$ cat src/rtl/huff_pkg.sv
// huff_pkg: constants, code-table entry type and the fixed symbol -> prefix
// code table shared by the encoder (and the matching decoder).
//
// Each code is stored LSB-first: bit0 is the first bit on the wire.
//   0      -> 0
//   +/-k   -> k ones, a 0, then the sign (0 = +, 1 = -); lengths 3..9
//   -8     -> eight ones (no terminator, length 8)
package huff_pkg;

  localparam int MAX_CODE = 9;   // longest code in bits
  localparam int BUF_W    = 16;  // accumulator width, >= MAX_CODE + 4
  localparam int CHUNK_W  = 4;   // largest output chunk in bits

  typedef struct packed {
    logic [MAX_CODE-1:0] code;
    logic [3:0]          len;
  } code_t;

  // Indexed by symbol + 8.
  localparam code_t CODE_TABLE [16] = '{
    {9'h0FF, 4'd8},  // -8
    {9'h17F, 4'd9},  // -7
    {9'h0BF, 4'd8},  // -6
    {9'h05F, 4'd7},  // -5
    {9'h02F, 4'd6},  // -4
    {9'h017, 4'd5},  // -3
    {9'h00B, 4'd4},  // -2
    {9'h005, 4'd3},  // -1
    {9'h000, 4'd1},  //  0
    {9'h001, 4'd3},  // +1
    {9'h003, 4'd4},  // +2
    {9'h007, 4'd5},  // +3
    {9'h00F, 4'd6},  // +4
    {9'h01F, 4'd7},  // +5
    {9'h03F, 4'd8},  // +6
    {9'h07F, 4'd9}   // +7
  };

  // symbol + 8 on a 4-bit two's complement value is just an MSB flip.
  function automatic code_t huff_lookup(input logic [3:0] sym);
    return CODE_TABLE[{~sym[3], sym[2:0]}];
  endfunction

endpackage

$ cat src/rtl/huff_encoder_packer_if.sv
// huff_encoder_packer_if: symbol input, flush control, chunk output and
// status of the Huffman encoder/packer.
//   master : symbol/flush source and chunk sink (drives s_valid, s_symbol,
//            flush, out_ready)
//   slave  : the encoder (drives s_ready, flush_done, out_bits, out_len,
//            out_valid, bit_count)
interface huff_encoder_packer_if;

  logic              s_valid;
  logic signed [3:0] s_symbol;
  logic              s_ready;
  logic              flush;
  logic              flush_done;
  logic [3:0]        out_bits;
  logic [2:0]        out_len;
  logic              out_valid;
  logic              out_ready;
  logic [4:0]        bit_count;

  modport master (
    output s_valid, s_symbol, flush, out_ready,
    input  s_ready, flush_done, out_bits, out_len, out_valid, bit_count
  );

  modport slave (
    input  s_valid, s_symbol, flush, out_ready,
    output s_ready, flush_done, out_bits, out_len, out_valid, bit_count
  );

endinterface

$ cat src/rtl/huff_code_lut.sv
// huff_code_lut: combinational symbol -> {code, len} map.
//   i_symbol : signed 4-bit symbol (-8..7)
//   o_code   : code bits, LSB transmitted first, unused high bits 0
//   o_len    : code length in bits (1..9)
module huff_code_lut
  import huff_pkg::*;
(
  input  logic [3:0]          i_symbol,
  output logic [MAX_CODE-1:0] o_code,
  output logic [3:0]          o_len
);

  code_t w_entry;

  assign w_entry = huff_lookup(i_symbol);
  assign o_code  = w_entry.code;
  assign o_len   = w_entry.len;

endmodule

$ cat src/rtl/huff_encoder_packer.sv
// huff_encoder_packer: maps signed 4-bit symbols to prefix codes, packs them
// LSB-first into a bit accumulator and emits 1..4 bit chunks with a
// valid/ready handshake. A flush request drains the partial tail.
//   clk      : clock
//   reset    : asynchronous, active-high
//   io_bus   : huff_encoder_packer_if.slave (symbols in, chunks out, status)
//
// state    | meaning
// ---------+-------------------------------------------------------------
// ST_RUN   | accept symbols, emit only full 4-bit chunks
// ST_FLUSH | no new symbols, emit whatever remains, then pulse flush_done
module huff_encoder_packer
  import huff_pkg::*;
(
  input logic                  clk,
  input logic                  reset,
  huff_encoder_packer_if.slave io_bus
);

  localparam logic ST_RUN   = 1'b0;
  localparam logic ST_FLUSH = 1'b1;

  // Room for a worst-case code without overflowing the accumulator.
  localparam logic [4:0] C_RDY_MAX = 5'(BUF_W - MAX_CODE);
  localparam logic [4:0] C_CHUNK   = 5'(CHUNK_W);

  logic             r_state;
  logic [BUF_W-1:0] r_acc;
  logic [4:0]       r_bit_count;
  logic [3:0]       r_out_bits;
  logic [2:0]       r_out_len;
  logic             r_out_valid;
  logic             r_flush_done;

  logic [MAX_CODE-1:0] w_code;
  logic [3:0]          w_len;
  logic                w_slot_free;
  logic                w_avail;
  logic                w_emit;
  logic [2:0]          w_emit_len;
  logic [3:0]          w_mask;
  logic                w_s_ready;
  logic                w_accept;
  logic [BUF_W-1:0]    w_acc_shift;
  logic [4:0]          w_bc_shift;
  logic [BUF_W-1:0]    w_code_ext;
  logic [BUF_W-1:0]    w_acc_next;
  logic [4:0]          w_bc_next;
  logic                w_flush_now;
  logic                w_flush_fin;

  huff_code_lut u_lut (
    .i_symbol (io_bus.s_symbol),
    .o_code   (w_code),
    .o_len    (w_len)
  );

  assign w_slot_free = !r_out_valid || io_bus.out_ready;
  assign w_avail     = (r_state == ST_RUN) ? (r_bit_count >= C_CHUNK)
                                           : (r_bit_count != 5'd0);
  assign w_emit      = w_slot_free && w_avail;
  assign w_emit_len  = !w_emit                  ? 3'd0 :
                       (r_bit_count >= C_CHUNK) ? 3'(CHUNK_W) :
                                                  r_bit_count[2:0];

  always_comb begin
    w_mask = 4'b0000;
    case (w_emit_len)
      3'd1:    w_mask = 4'b0001;
      3'd2:    w_mask = 4'b0011;
      3'd3:    w_mask = 4'b0111;
      3'd4:    w_mask = 4'b1111;
      default: w_mask = 4'b0000;
    endcase
  end

  // Gated by reset so the source sees not-ready while the block is held.
  assign w_s_ready = !reset && (r_state == ST_RUN) && (r_bit_count <= C_RDY_MAX);
  assign w_accept  = io_bus.s_valid && w_s_ready;

  // Emit shift happens first; the new code lands at the post-shift fill.
  assign w_acc_shift = r_acc >> w_emit_len;
  assign w_bc_shift  = r_bit_count - {2'b00, w_emit_len};
  assign w_code_ext  = {{(BUF_W-MAX_CODE){1'b0}}, w_code};
  assign w_acc_next  = w_accept ? (w_acc_shift | (w_code_ext << w_bc_shift))
                                : w_acc_shift;
  assign w_bc_next   = w_bc_shift + (w_accept ? {1'b0, w_len} : 5'd0);

  // Nothing buffered and nothing in flight: finish without entering FLUSH.
  assign w_flush_now = (r_state == ST_RUN) && io_bus.flush &&
                       (r_bit_count == 5'd0) && !r_out_valid && !w_accept;
  assign w_flush_fin = (r_state == ST_FLUSH) && (r_bit_count == 5'd0) &&
                       w_slot_free;

  always_ff @(posedge clk or posedge reset) begin
    if (reset) begin
      r_state      <= ST_RUN;
      r_acc        <= '0;
      r_bit_count  <= 5'd0;
      r_out_bits   <= 4'd0;
      r_out_len    <= 3'd0;
      r_out_valid  <= 1'b0;
      r_flush_done <= 1'b0;
    end else begin
      r_acc        <= w_acc_next;
      r_bit_count  <= w_bc_next;
      r_flush_done <= 1'b0;

      if (w_emit) begin
        r_out_bits  <= r_acc[3:0] & w_mask;
        r_out_len   <= w_emit_len;
        r_out_valid <= 1'b1;
      end else if (io_bus.out_ready) begin
        r_out_valid <= 1'b0;
      end

      case (r_state)
        ST_RUN: begin
          if (io_bus.flush) begin
            if (w_flush_now) r_flush_done <= 1'b1;
            else             r_state      <= ST_FLUSH;
          end
        end
        ST_FLUSH: begin
          if (w_flush_fin) begin
            r_flush_done <= 1'b1;
            r_state      <= ST_RUN;
          end
        end
        default: r_state <= ST_RUN;
      endcase
    end
  end

  assign io_bus.s_ready    = w_s_ready;
  assign io_bus.flush_done = r_flush_done;
  assign io_bus.out_bits   = r_out_bits;
  assign io_bus.out_len    = r_out_len;
  assign io_bus.out_valid  = r_out_valid;
  assign io_bus.bit_count  = r_bit_count;

endmodule

$ cat src/flat_wrapper.sv
// flat-port wrapper written by rule: the top's interface ports become plain ports
module huff_encoder_packer_flat import huff_pkg::*;
  (clk, reset, io_bus_s_valid, io_bus_s_symbol, io_bus_flush, io_bus_out_ready, io_bus_s_ready, io_bus_flush_done, io_bus_out_bits, io_bus_out_len, io_bus_out_valid, io_bus_bit_count);
  huff_encoder_packer_if io_bus_i ();
  input logic clk;
  input logic reset;
  input wire logic [$bits(io_bus_i.s_valid)-1:0] io_bus_s_valid;
  input wire logic [$bits(io_bus_i.s_symbol)-1:0] io_bus_s_symbol;
  input wire logic [$bits(io_bus_i.flush)-1:0] io_bus_flush;
  input wire logic [$bits(io_bus_i.out_ready)-1:0] io_bus_out_ready;
  output wire logic [$bits(io_bus_i.s_ready)-1:0] io_bus_s_ready;
  output wire logic [$bits(io_bus_i.flush_done)-1:0] io_bus_flush_done;
  output wire logic [$bits(io_bus_i.out_bits)-1:0] io_bus_out_bits;
  output wire logic [$bits(io_bus_i.out_len)-1:0] io_bus_out_len;
  output wire logic [$bits(io_bus_i.out_valid)-1:0] io_bus_out_valid;
  output wire logic [$bits(io_bus_i.bit_count)-1:0] io_bus_bit_count;
  assign io_bus_i.s_valid = io_bus_s_valid;
  assign io_bus_i.s_symbol = io_bus_s_symbol;
  assign io_bus_i.flush = io_bus_flush;
  assign io_bus_i.out_ready = io_bus_out_ready;
  assign io_bus_s_ready = io_bus_i.s_ready;
  assign io_bus_flush_done = io_bus_i.flush_done;
  assign io_bus_out_bits = io_bus_i.out_bits;
  assign io_bus_out_len = io_bus_i.out_len;
  assign io_bus_out_valid = io_bus_i.out_valid;
  assign io_bus_bit_count = io_bus_i.bit_count;
  huff_encoder_packer u_core (.clk(clk), .reset(reset), .io_bus(io_bus_i));
endmodule
$ cat config.mk
export PLATFORM = sky130hd
export DESIGN_NAME = huff_encoder_packer_flat
export DESIGN_NICKNAME = d
export VERILOG_FILES = /design/src/rtl/huff_pkg.sv /design/src/rtl/huff_encoder_packer_if.sv /design/src/rtl/huff_code_lut.sv /design/src/rtl/huff_encoder_packer.sv /design/src/flat_wrapper.sv
export SDC_FILE = /design/constraint.sdc
export NUM_CORES = 1
export LEC_CHECK = 0
export BUFFER_PORTS_ARGS = -buffer_cell sky130_fd_sc_hd__buf_2
export CAP_MARGIN = 30
export CORE_AREA = 10 10 90 92
export CTS_BUF_LIST = sky130_fd_sc_hd__clkbuf_16
export DETAILED_ROUTE_END_ITERATION = 16
export DIE_AREA = 0 0 100 102
export PLACE_DENSITY = 0.69
export RECOVER_POWER = 100
export SYNTH_ARGS = -nofsm -noshare
export SYNTH_HDL_FRONTEND = slang
export SYNTH_SLANG_ARGS = --single-unit
$ cat constraint.sdc
create_clock -name clk -period 7.05 [get_ports clk]
set_input_delay 0 -clock clk [delete_from_list [all_inputs] [get_ports clk]]
set_output_delay 0 -clock clk [all_outputs]
set_load 0.1 [all_outputs]
==> qor.yml, run 1 <==
outcome:
  status: "finished with violations"
  violations: "capacitance limit, slew limit"
global_route:
  grt_pass1_vias: 2499
  grt_max_degree: 26
  gr-total-overflow: 0
  antenna_found_initial: 0
  grt_pass1_wl_um: 12700
  track_usage_pct: 15.0
timing:
  slew-limit-headroom_pct: -22.4
  worst_pin_slew_ns: 1.82
  rsz0062_at_grt: "no"
  report.final.slew_viol_count: 31
  min_period_ns: 5.25
  post-route-period-util_pct: 74.4
  fin_tns_setup_ns: 0
  finalHoldViolations: 0
  setup_violations: 0
  max_freq_mhz: 191
  whs_ns: 0.0509
  finalClockSkew_ns: 0.00616
floorplan:
  fp.coreArea_um2: 6280
  die_w_um: 100
  die_h_um: 102
  ioPinCount: 24
  dieArea_um2: 10200
  rows: 29
  start_util_pct: 44.2
synthesis:
  yosysTopAreaCell: "dfrtp_1"
  syn_nets: 349
  avgSynthCellArea_um2: 8.55
  ys_seq_area_share_pct: 27.9
  yosysWarnings: 0
  synthFlopType: "dfrtp_1"
  synth-edff-count: 0
  yosys-top-cells-count: "dfrtp_1 (31), nand2_1 (26), nand3_1 (17), inv_1 (16), nor2_1 (16)"
  yosys-top-cells-area: "dfrtp_1 (28%), ha_1 (5.9%), mux2i_1 (4.3%)"
  yosysUniqueCellTypes: 67
  async_reset_ff_share_pct: 100
  synth_area_um2: 2780
  netlist.area_leader.share_pct: 27.9
  yosysMostFrequentCell: "dfrtp_1"
  syn_inst: 325
  synth-seq-cells: 31
power:
  ir_drop_mv: 0.310
  p_comb_share_pct: 64.2
  p_switching_mw: 0.842
  power.density_nw_per_um2: 506
  p_leak_nw: 1.25
  seqPwrFrac_pct: 20.5
  clockPowerShare_pct: 15.3
  internal_power_mw: 0.683
  p_sw_share_pct: 55.2
finish:
  drive_above_1_share_pct: 8.01
  n_antenna_cell: 0
  area.growth.synth_to_final_pct: 8.42
  fillers: 623
  utilization_pct: 48.0
  nets: 361
setup_path:
  crit_required_ns: 7.21
  start_kind: "register"
  cp_max_fo: 20
  critPathCaptureType: "register"
  worstPathArrival_ns: 5.41
  setup.worst_path.class: "reg2reg"
drt:
  routed_via_density: 6.40
  antenna_left: 0
  num_vias: 2651
  drt-initial-drc-count: 198
  wl_per_cell_um: 18.5
  drt-total-wl_um: 7650
  drc: 0
  drt_first_pass_iters: 4
clock_tree:
  numCtsBuffers: 5
  cts_htree_levels: 2
  clk_latency_ns: 0.28
  root_buffer: "clkbuf_16"
  cts_resized: 0
  clkSlewWorstSetupHoldPaths_ns: 0.05
  cts_tree: "built"
  cts.sinks: 31
  cts_buffer_depth: 2
place:
  dp_hpwl_um: 5880
  port_buffers: 23
  gp_congestion: 0.964
min_path:
  hp-class: "in2reg"
run:
  cap_violations: 2
## timing repair
action	4_1_cts	5_1_grt
buffers inserted	0	0
hold buffers	2	0
endpoints found under the hold margin	16	0
## critical path, cell delays in order, from the launching register on
cell,delay (ns)
dfrtp_1,0.42
nor3_1,1.37
and4_1,0.61
inv_1,0.37
fa_1,1.07
inv_1,0.37
fa_1,0.54
inv_1,0.07
a21o_1,0.10
a21oi_1,0.07
xnor2_1,0.13
## flip-flops by register name, indices dropped and copies added (netlist names)
| name | count |
|---|---|
| u_core.r_acc | 16 |
| u_core.io_bus.bit_count | 5 |
| u_core.io_bus.out_bits | 4 |
| u_core.io_bus.out_len | 3 |
| u_core.io_bus.flush_done | 1 |
| u_core.io_bus.out_valid | 1 |
| u_core.r_state | 1 |
## cell usage in the layout (no fill, tap or decap), types with 4 or more instances in the layout
cell type and n:
buf_2 7, clkbuf_16 5, a211o_1 4, nand2_1 26, inv_1 20, nor2b_1 9
mux2_2 6, and2_1 5, o31ai_1 6, a211oi_1 4, o211ai_1 8, o221ai_1 9
nor2_1 16, mux2i_1 12, ha_1 13, nand3_1 17, nor3_1 8, a21oi_1 14
a31oi_1 8, nand4_1 10, clkbuf_1 17, dfrtp_1 31, xnor2_1 5, o21ai_0 12
## cell type report
class	instances	area (um2)	share of cell area [%]
Clock inverter	2	33.8	1.12
Timing Repair Buffer	27	126	4.20
Inverter	20	75.1	2.49
Sequential cell	31	776	25.8
Clock buffer	5	125	4.15
Tap cell	77	96.3	3.20
Multi-Input combinational cell	252	1780	59.1
## power groups by stage
| stage | logic [mW] | clock network, mW | registers (mW) |
|---|---|---|---|
| after CTS | 0.982 | 0.238 | 0.314 |
| after detailed placement | 0.977 | 0 | 0.316 |
| after global routing | 1.06 | 0.243 | 0.324 |
| after floorplan | 0.576 | 0 | 0.529 |
| after global placement | 0.977 | 0 | 0.314 |
| final | 0.978 | 0.234 | 0.313 |
## per-stage QoR
stage | power [mW] | setup slack, ns | instance area, um2 | instances
floorplan | 1.11 | 2.56 | 2780 | 325
global placement | 1.29 | 2.90 | 2880 | 405
detailed placement | 1.29 | 2.78 | 2880 | 405
finish | 1.52 | 1.80 | 3010 | 414
CTS | 1.53 | 2.77 | 3060 | 414
global route | 1.63 | 1.38 | 3010 | 414
## cells by family (layout without fill, tap and decap cells)
group | Yosys count | after routing | synth area share, %
xor gates and xnor gates | 6 | 6 | 1.89
DFF | 31 | 31 | 27.9
and+or+nand+nor | 112 | 112 | 22.0
adders and majority gates | 15 | 15 | 7.30
buffers and inverters | 42 | 54 | 7.21
AOI/OAI and AO/OA | 100 | 100 | 26.1
muxes | 19 | 19 | 7.57
## per-layer routing
| metal | GRT usage [%] | wire (um) | vias up |
|---|---|---|---|
| met5 | 0 | 0 | - |
| met4 | 5.43 | 175 | 0 |
| met3 | 3.58 | 528 | 21 |
| met2 | 24.5 | 3600 | 116 |
| met1 | 18.9 | 3340 | 1252 |
| li1 | - | - | 1262 |
## final timing paths
kind	to	slack, ns	cells after the start	from
worst max-delay path	u_core.io_bus.bit_count[4]$_DFF_PP0_	1.80	10	u_core.io_bus.bit_count[4]$_DFF_PP0_
worst min-delay path	u_core.r_state$_DFF_PP0_	0.05	4	io_bus_out_ready
worst max register to register	u_core.io_bus.bit_count[4]$_DFF_PP0_	1.80	10	u_core.io_bus.bit_count[4]$_DFF_PP0_
worst min register to register	u_core.io_bus.out_len[2]$_DFFE_PP0P_	0.47	2	u_core.io_bus.out_len[2]$_DFFE_PP0P_
max in group asynchronous	u_core.r_acc[6]$_DFF_PP0_	5.51	4	reset
min in group asynchronous	u_core.r_acc[11]$_DFF_PP0_	0.32	3	reset
Power figures use the tool's default switching activity.
==> run 2: changes to the inputs <==
Settings changed: ABC_AREA set to 1, CORE_AREA 10 10 90 92 to 10 10 89 91, DIE_AREA 0 0 100 102 to 0 0 99 101.
Clock period 7.05 ns to 4.9 ns, I/O delays scaled along.
==> qor.yml, run 2 <==
synthesis:
  yosysTopAreaCell: "dfrtp_1"  # unchanged
  ys_seq_area_share_pct: 28.8  # was 27.9%
  yosysUniqueCellTypes: 36  # was 67
  yosys-top-cells-area: "dfrtp_1 (29%), nand3_1 (19%), nand2_1 (17%)"  # was dfrtp_1 (28%), ha_1 (5.9%), mux2i_1 (4.3%)
  synth_area_um2: 2690  # was 2780 um2
  syn_inst: 406  # was 325
  synth-edff-count: 0  # unchanged
  avgSynthCellArea_um2: 6.63  # was 8.55 um2
  async_reset_ff_share_pct: 100  # unchanged
  synth-seq-cells: 31  # unchanged
  yosysMostFrequentCell: "nand2_1"  # was dfrtp_1
  yosysWarnings: 0  # unchanged
  syn_nets: 430  # was 349
  netlist.area_leader.share_pct: 28.8  # was 27.9%
  yosys-top-cells-count: "nand2_1 (122), nand3_1 (100), inv_1 (34), dfrtp_1 (31), nor2_1 (17)"  # was dfrtp_1 (31), nand2_1 (26), nand3_1 (17), inv_1 (16), nor2_1 (16)
  synthFlopType: "dfrtp_1"  # unchanged
finish:
  utilization_pct: 47.2  # was 48.0%
  multi_input_area_um2: 1640  # was 1780 um2
  mostFrequentLayoutCells: "nand2_1 (122), nand3_1 (100), inv_1 (38), dfrtp_1 (31), nor2_1 (19)"  # was dfrtp_1 (31), nand2_1 (26), inv_1 (20), nand3_1 (17), clkbuf_1 (17)
  stdcell_count: 502  # was 414
  area.growth.synth_to_final_pct: 8.78  # was 8.42%
  drive_above_1_share_pct: 9.41  # was 8.01%
  final_common_cell: "nand2_1"  # was dfrtp_1
  fillers: 638  # was 623
  nets: 448  # was 361
  largest_reg_flops: 16  # unchanged
  register_area_um2: 776  # unchanged
  max_flop_register: "u_core.r_acc"  # unchanged
  n_antenna_cell: 0  # unchanged
timing:
  post-route-period-util_pct: 82.5  # was 74.4%
  finalHoldViolations: 0  # unchanged
  finalClockSkew_ns: 0.00668  # was 0.00616 ns
  worst_pin_slew_ns: 1.67  # was 1.82 ns
  min_period_ns: 4.04  # was 5.25 ns
  rsz0062_at_grt: "no"  # unchanged
  fin_tns_setup_ns: 0  # unchanged
  whs_ns: 0.0140  # was 0.0509 ns
  slew-limit-headroom_pct: -11.6  # was -22.4%
  setup_violations: 0  # unchanged
  max_freq_mhz: 247  # was 191 MHz
  report.final.slew_viol_count: 33  # was 31
global_route:
  gr-total-overflow: 0  # unchanged
  grt_pass1_vias: 2567  # was 2,499
  grt_pass1_wl_um: 11600  # was 12,700 um
  grt_max_degree: 33  # was 26
  track_usage_pct: 13.6  # was 15.0%
  antenna_found_initial: 0  # unchanged
place:
  dp_hpwl_um: 5130  # was 5880 um
  gp_congestion: 0.882  # was 0.964
  post-place-cells: 493  # was 405
  port_buffers: 23  # unchanged
power:
  ir_drop_mv: 0.289  # was 0.310 mV
  power.density_nw_per_um2: 681  # was 506 nW/um2
  p_leak_nw: 1.56  # was 1.25 nW
  finalPower_mw: 2.00  # was 1.52 mW
setup_path:
  critPathCaptureType: "register"  # unchanged
  critPathTopFamily: "adder cells"  # was simple AND/OR/NAND/NOR gates
  start_kind: "register"  # unchanged
  slowest_stage: "fa_1"  # was nor3_1
  cp_max_fo: 22  # was 20
  worstPathArrival_ns: 4.21  # was 5.41 ns
  worst-path-buf-inv: 4  # was 3
  crit_required_ns: 5.06  # was 7.21 ns
  cpPeakStageDelay_ns: 0.75  # was 1.37 ns
  crit_path_frequent_cell: "inv_1"  # unchanged
  cp_cell_sequence: "inv_1 -> nand2_2 -> nor2_1 -> nand4_4 -> inv_2 -> ha_1 -> inv_1 -> fa_1 -> inv_1 -> fa_1 -> o21ai_0 -> a21oi_1 -> xor2_1"  # was nor3_1 -> and4_1 -> inv_1 -> fa_1 -> inv_1 -> fa_1 -> inv_1 -> a21o_1 -> a21oi_1 -> xnor2_1
  setup.worst_path.class: "reg2reg"  # unchanged
floorplan:
  die_w_um: 99  # was 100 um
  dieArea_um2: 10000  # was 10,200 um2
  die_h_um: 101  # was 102 um
  rows: 29  # unchanged
  ioPinCount: 24  # unchanged
  fp.coreArea_um2: 6200  # was 6280 um2
  start_util_pct: 43.4  # was 44.2%
clock_tree:
  postCtsSetupRepairBufs: 0  # unchanged
  cts_tree: "built"  # unchanged
  numCtsBuffers: 5  # unchanged
  root_buffer: "clkbuf_16"  # unchanged
  clk_latency_ns: 0.28  # about the same
  cts_htree_levels: 2  # unchanged
  cts.sinks: 31  # unchanged
  cts_buffer_depth: 2  # unchanged
  cts_resized: 0  # unchanged
  clkSlewWorstSetupHoldPaths_ns: 0.05  # about the same
  cts_hold_buf: 1  # was 2
drt:
  drc: 0  # unchanged
  wl_per_cell_um: 13.0  # was 18.5 um
  routed_via_density: 5.23  # was 6.40
  num_vias: 2625  # was 2,651
  drt-initial-drc-count: 112  # was 198
  antenna_left: 0  # unchanged
  drt-total-wl_um: 6530  # was 7650 um
  drt_first_pass_iters: 4  # unchanged
outcome:
  status: "finished with violations"  # unchanged
  violations: "capacitance limit, slew limit"  # unchanged
run:
  cap_violations: 1  # was 2
min_path:
  hp-class: "in2reg"  # unchanged
## run 2: cell type report
class | count | area share, %
inverters | 42 | 5.43
well taps | 77 | 3.29
clock inverters | 3 | 0.427
clock buffers | 5 | 4.27
multi-input cells | 318 | 56.1
repair buffers | 26 | 4.02
flip-flops and latches | 31 | 26.5
## run 2: report_power, final
part | internal [mW] | total, mW | switching, mW
registers | 0.339 | 0.400 | 0.0608
clock network | 0.183 | 0.287 | 0.104
logic | 0.316 | 1.31 | 0.993
## run 2: cells by family after synthesis
group / count (synthesis) / synth area share [%]
AOI/OAI and AO/OA: 32 / 6.41
xor gates and xnor gates: 5 / 1.91
adders and majority gates: 15 / 7.53
buffers and inverters: 57 / 9.80
DFF: 31 / 28.8
muxes: 1 / 0.418
and+or+nand+nor: 265 / 45.1
## run 2: worst min-delay path, stage by stage
cell and delay [ns]:
buf_2 0.09, nand2_1 0.07, o22ai_1 0.07
## run 2: worst paths after layout
kind                                                       from  slack (ns)                              endpoint  depth (start not counted)
max in group asynchronous                                 reset        3.07             u_core.r_acc[1]$_DFF_PP0_                          4
setup reg to reg           u_core.io_bus.bit_count[3]$_DFF_PP0_        0.86  u_core.io_bus.bit_count[4]$_DFF_PP0_                         13
setup / recovery           u_core.io_bus.bit_count[3]$_DFF_PP0_        0.86  u_core.io_bus.bit_count[4]$_DFF_PP0_                         13
hold reg to reg            u_core.io_bus.out_len[0]$_DFFE_PP0P_        0.46  u_core.io_bus.out_len[0]$_DFFE_PP0P_                          2
min in group asynchronous                                 reset        0.85    u_core.io_bus.flush_done$_DFF_PP0_                          4
hold / removal                                     io_bus_flush        0.01              u_core.r_state$_DFF_PP0_                          3
## run 2: metal layers
metal | routed length, um | vias up | global-route usage (%)
li1 | - | 1370 | -
met1 | 3090 | 1204 | 16.4
met2 | 3100 | 44 | 23.5
met3 | 252 | 7 | 2.26
met4 | 85 | 0 | 5.07
met5 | 0 | - | 0
## run 2: per-stage QoR
| step | area [um2] | setup slack (ns) |
|---|---|---|
| 3_3_place_gp | 2810 | 1.24 |
| 4_1_cts | 2960 | 1.18 |
| 5_1_grt | 2930 | 0.512 |
| 6_report | 2930 | 0.855 |
| 3_5_place_dp | 2810 | 1.20 |
| 2_1_floorplan | 2690 | 1.21 |
==> run 3: changes to the inputs <==
Clock period 4.9 ns to 4.2 ns, I/O delays scaled along.
==> qor.yml, run 3 (same netlist as run 2, synthesis figures left out) <==
outcome:
  status: "finished, final reports clean"  # was finished with violations
floorplan:
  die_w_um: 99  # unchanged
  fp.coreArea_um2: 6200  # unchanged
  rows: 29  # unchanged
  die_h_um: 101  # unchanged
  dieArea_um2: 10000  # unchanged
  start_util_pct: 43.4  # unchanged
  ioPinCount: 24  # unchanged
global_route:
  grt_pass1_vias: 2674  # was 2,567
  grt_max_degree: 33  # unchanged
  grt_pass1_wl_um: 12100  # was 11,600 um
  track_usage_pct: 14.2  # was 13.6%
  antenna_found_initial: 0  # unchanged
  gr-total-overflow: 0  # unchanged
clock_tree:
  clk_latency_ns: 0.27  # was 0.28 ns
  root_buffer: "clkbuf_16"  # unchanged
  cts_tree: "built"  # unchanged
  cts.sinks: 31  # unchanged
  cts_htree_levels: 2  # unchanged
  cts_buffer_depth: 2  # unchanged
  clkSlewWorstSetupHoldPaths_ns: 0.05  # about the same
  cts_resized: 0  # unchanged
  numCtsBuffers: 5  # unchanged
setup_path:
  reg2reg_from: "u_core.io_bus.bit_count[3]$_DFF_PP0_"  # unchanged
  reg2reg_to: "u_core.io_bus.bit_count[4]$_DFF_PP0_"  # unchanged
  start_kind: "register"  # unchanged
  setup.worst_path.class: "reg2reg"  # unchanged
  r2r_cells: 13  # unchanged
  critPathCaptureType: "register"  # unchanged
  crit_required_ns: 4.35  # was 5.06 ns
  cp_max_fo: 22  # unchanged
  worstPathArrival_ns: 3.67  # was 4.21 ns
  ff2ff_setup_slack_ns: 0.69  # was 0.86 ns
timing:
  rsz0062_at_grt: "no"  # unchanged
  fin_tns_setup_ns: 0  # unchanged
  setup_violations: 0  # unchanged
  worst_pin_slew_ns: 1.18  # was 1.67 ns
  whs_ns: 0.0170  # was 0.0140 ns
  finalHoldViolations: 0  # unchanged
  post-route-period-util_pct: 83.6  # was 82.5%
  max_freq_mhz: 285  # was 247 MHz
  fin_ws_ns: 0.687  # was 0.855 ns
  finalClockSkew_ns: 0.00539  # was 0.00668 ns
  report.final.slew_viol_count: 0  # was 33
  slew-limit-headroom_pct: 21.9  # was -11.6%
  min_period_ns: 3.51  # was 4.04 ns
place:
  post-place-ws_ns: 0.773  # was 1.20 ns
  dp_hpwl_um: 5260  # was 5130 um
  port_buffers: 23  # unchanged
  gp_congestion: 0.906  # was 0.882
  dpl_cell_area_um2: 2840  # was 2810 um2
drt:
  drt_first_pass_iters: 4  # unchanged
  drc: 0  # unchanged
  drt-total-wl_um: 6760  # was 6530 um
  antenna_left: 0  # unchanged
  drt-initial-drc-count: 137  # was 112
  num_vias: 2663  # was 2,625
  routed_via_density: 5.29  # was 5.23
  wl_per_cell_um: 13.4  # was 13.0 um
run:
  cap_violations: 0  # was 1
finish:
  n_antenna_cell: 0  # unchanged
  final_common_cell: "nand2_1"  # unchanged
  nets: 451  # was 448
  register_area_um2: 776  # unchanged
  fin_area_um2: 2940  # was 2930 um2
  mostFrequentLayoutCells: "nand2_1 (125), nand3_1 (100), inv_1 (39), dfrtp_1 (31), nor2_1 (18)"  # was nand2_1 (122), nand3_1 (100), inv_1 (38), dfrtp_1 (31), nor2_1 (19)
  fillers: 643  # was 638
  max_flop_register: "u_core.r_acc"  # unchanged
  multi_input_area_um2: 1640  # unchanged
  area.growth.synth_to_final_pct: 9.29  # was 8.78%
  drive_above_1_share_pct: 8.92  # was 9.41%
  largest_reg_flops: 16  # unchanged
power:
  ir_drop_mv: 0.438  # was 0.289 mV
  p_leak_nw: 1.56  # about the same
  power.density_nw_per_um2: 791  # was 681 nW/um2
min_path:
  hp-start: "io_bus_flush"  # unchanged
  hp-class: "in2reg"  # unchanged
  min_path_cells: 3  # unchanged
  min_to: "u_core.r_state$_DFF_PP0_"  # unchanged
## run 3: cell count changes in the layout (fill, tap and decap cells not counted), sizes merged
cell	change
inv	-1
buf	+3
clkinv	-2
clkinvlp	+1
## run 3: worst max-delay path by stage
stage	from	endpoint
after global routing	u_core.io_bus.bit_count[3]$_DFF_PP0_	u_core.r_acc[7]$_DFF_PP0_
after global placement	u_core.io_bus.bit_count[3]$_DFF_PP0_	u_core.io_bus.bit_count[4]$_DFF_PP0_
after floorplan	u_core.io_bus.bit_count[1]$_DFF_PP0_	u_core.io_bus.bit_count[4]$_DFF_PP0_
after CTS	u_core.io_bus.bit_count[3]$_DFF_PP0_	u_core.io_bus.bit_count[4]$_DFF_PP0_
final	u_core.io_bus.bit_count[3]$_DFF_PP0_	u_core.io_bus.bit_count[4]$_DFF_PP0_
after detailed placement	u_core.io_bus.bit_count[3]$_DFF_PP0_	u_core.io_bus.bit_count[4]$_DFF_PP0_
## run 3: layer usage
layer  up-vias  track usage [%]  part of all wire [%]
met5         -                0                     0
met4         0             4.41                   1.9
met3        10             2.26                   4.9
met2        70             25.5                    49
met1      1213             16.8                    45
li1       1370                -                     -
## run 3: layout make-up
type	count	share of cell area (%)
flip-flops and latches	31	26.4
clock inverters	1	0.128
inverters	42	5.40
well taps	77	3.27
repair buffers	29	4.76
multi-input cells	318	55.8
clock buffers	5	4.25
## run 3: repair_timing
action                                 CTS  global route
hold buffers                             1             0
setup endpoints to repair                0             0
buffers inserted                         0             0
endpoints found under the hold margin   31             0
## run 3: where the power goes
part,internal [mW],switching (mW)
clock,0.210,0.114
sequential,0.395,0.0754
combinational,0.371,1.16
## run 3: per-stage QoR
stage | std cells | power [mW] | util [%]
3_5_place_dp | 496 | 2.04 | 45.7
6_report | 503 | 2.33 | 47.4
2_1_floorplan | 406 | 1.75 | -
5_1_grt | 503 | 2.54 | 47.4
3_3_place_gp | 496 | 2.01 | 45.7
4_1_cts | 503 | 2.37 | 48.0
## run 3: worst max-delay path, stage by stage, from the launching register on
cell	delay, ns
dfrtp_1	0.42
inv_1	0.17
nand2_1	0.12
nor2_4	0.18
nand4_4	0.29
inv_2	0.33
ha_1	0.21
inv_1	0.06
fa_1	0.53
inv_1	0.19
fa_1	0.49
o21ai_0	0.17
a21oi_1	0.10
xor2_1	0.14
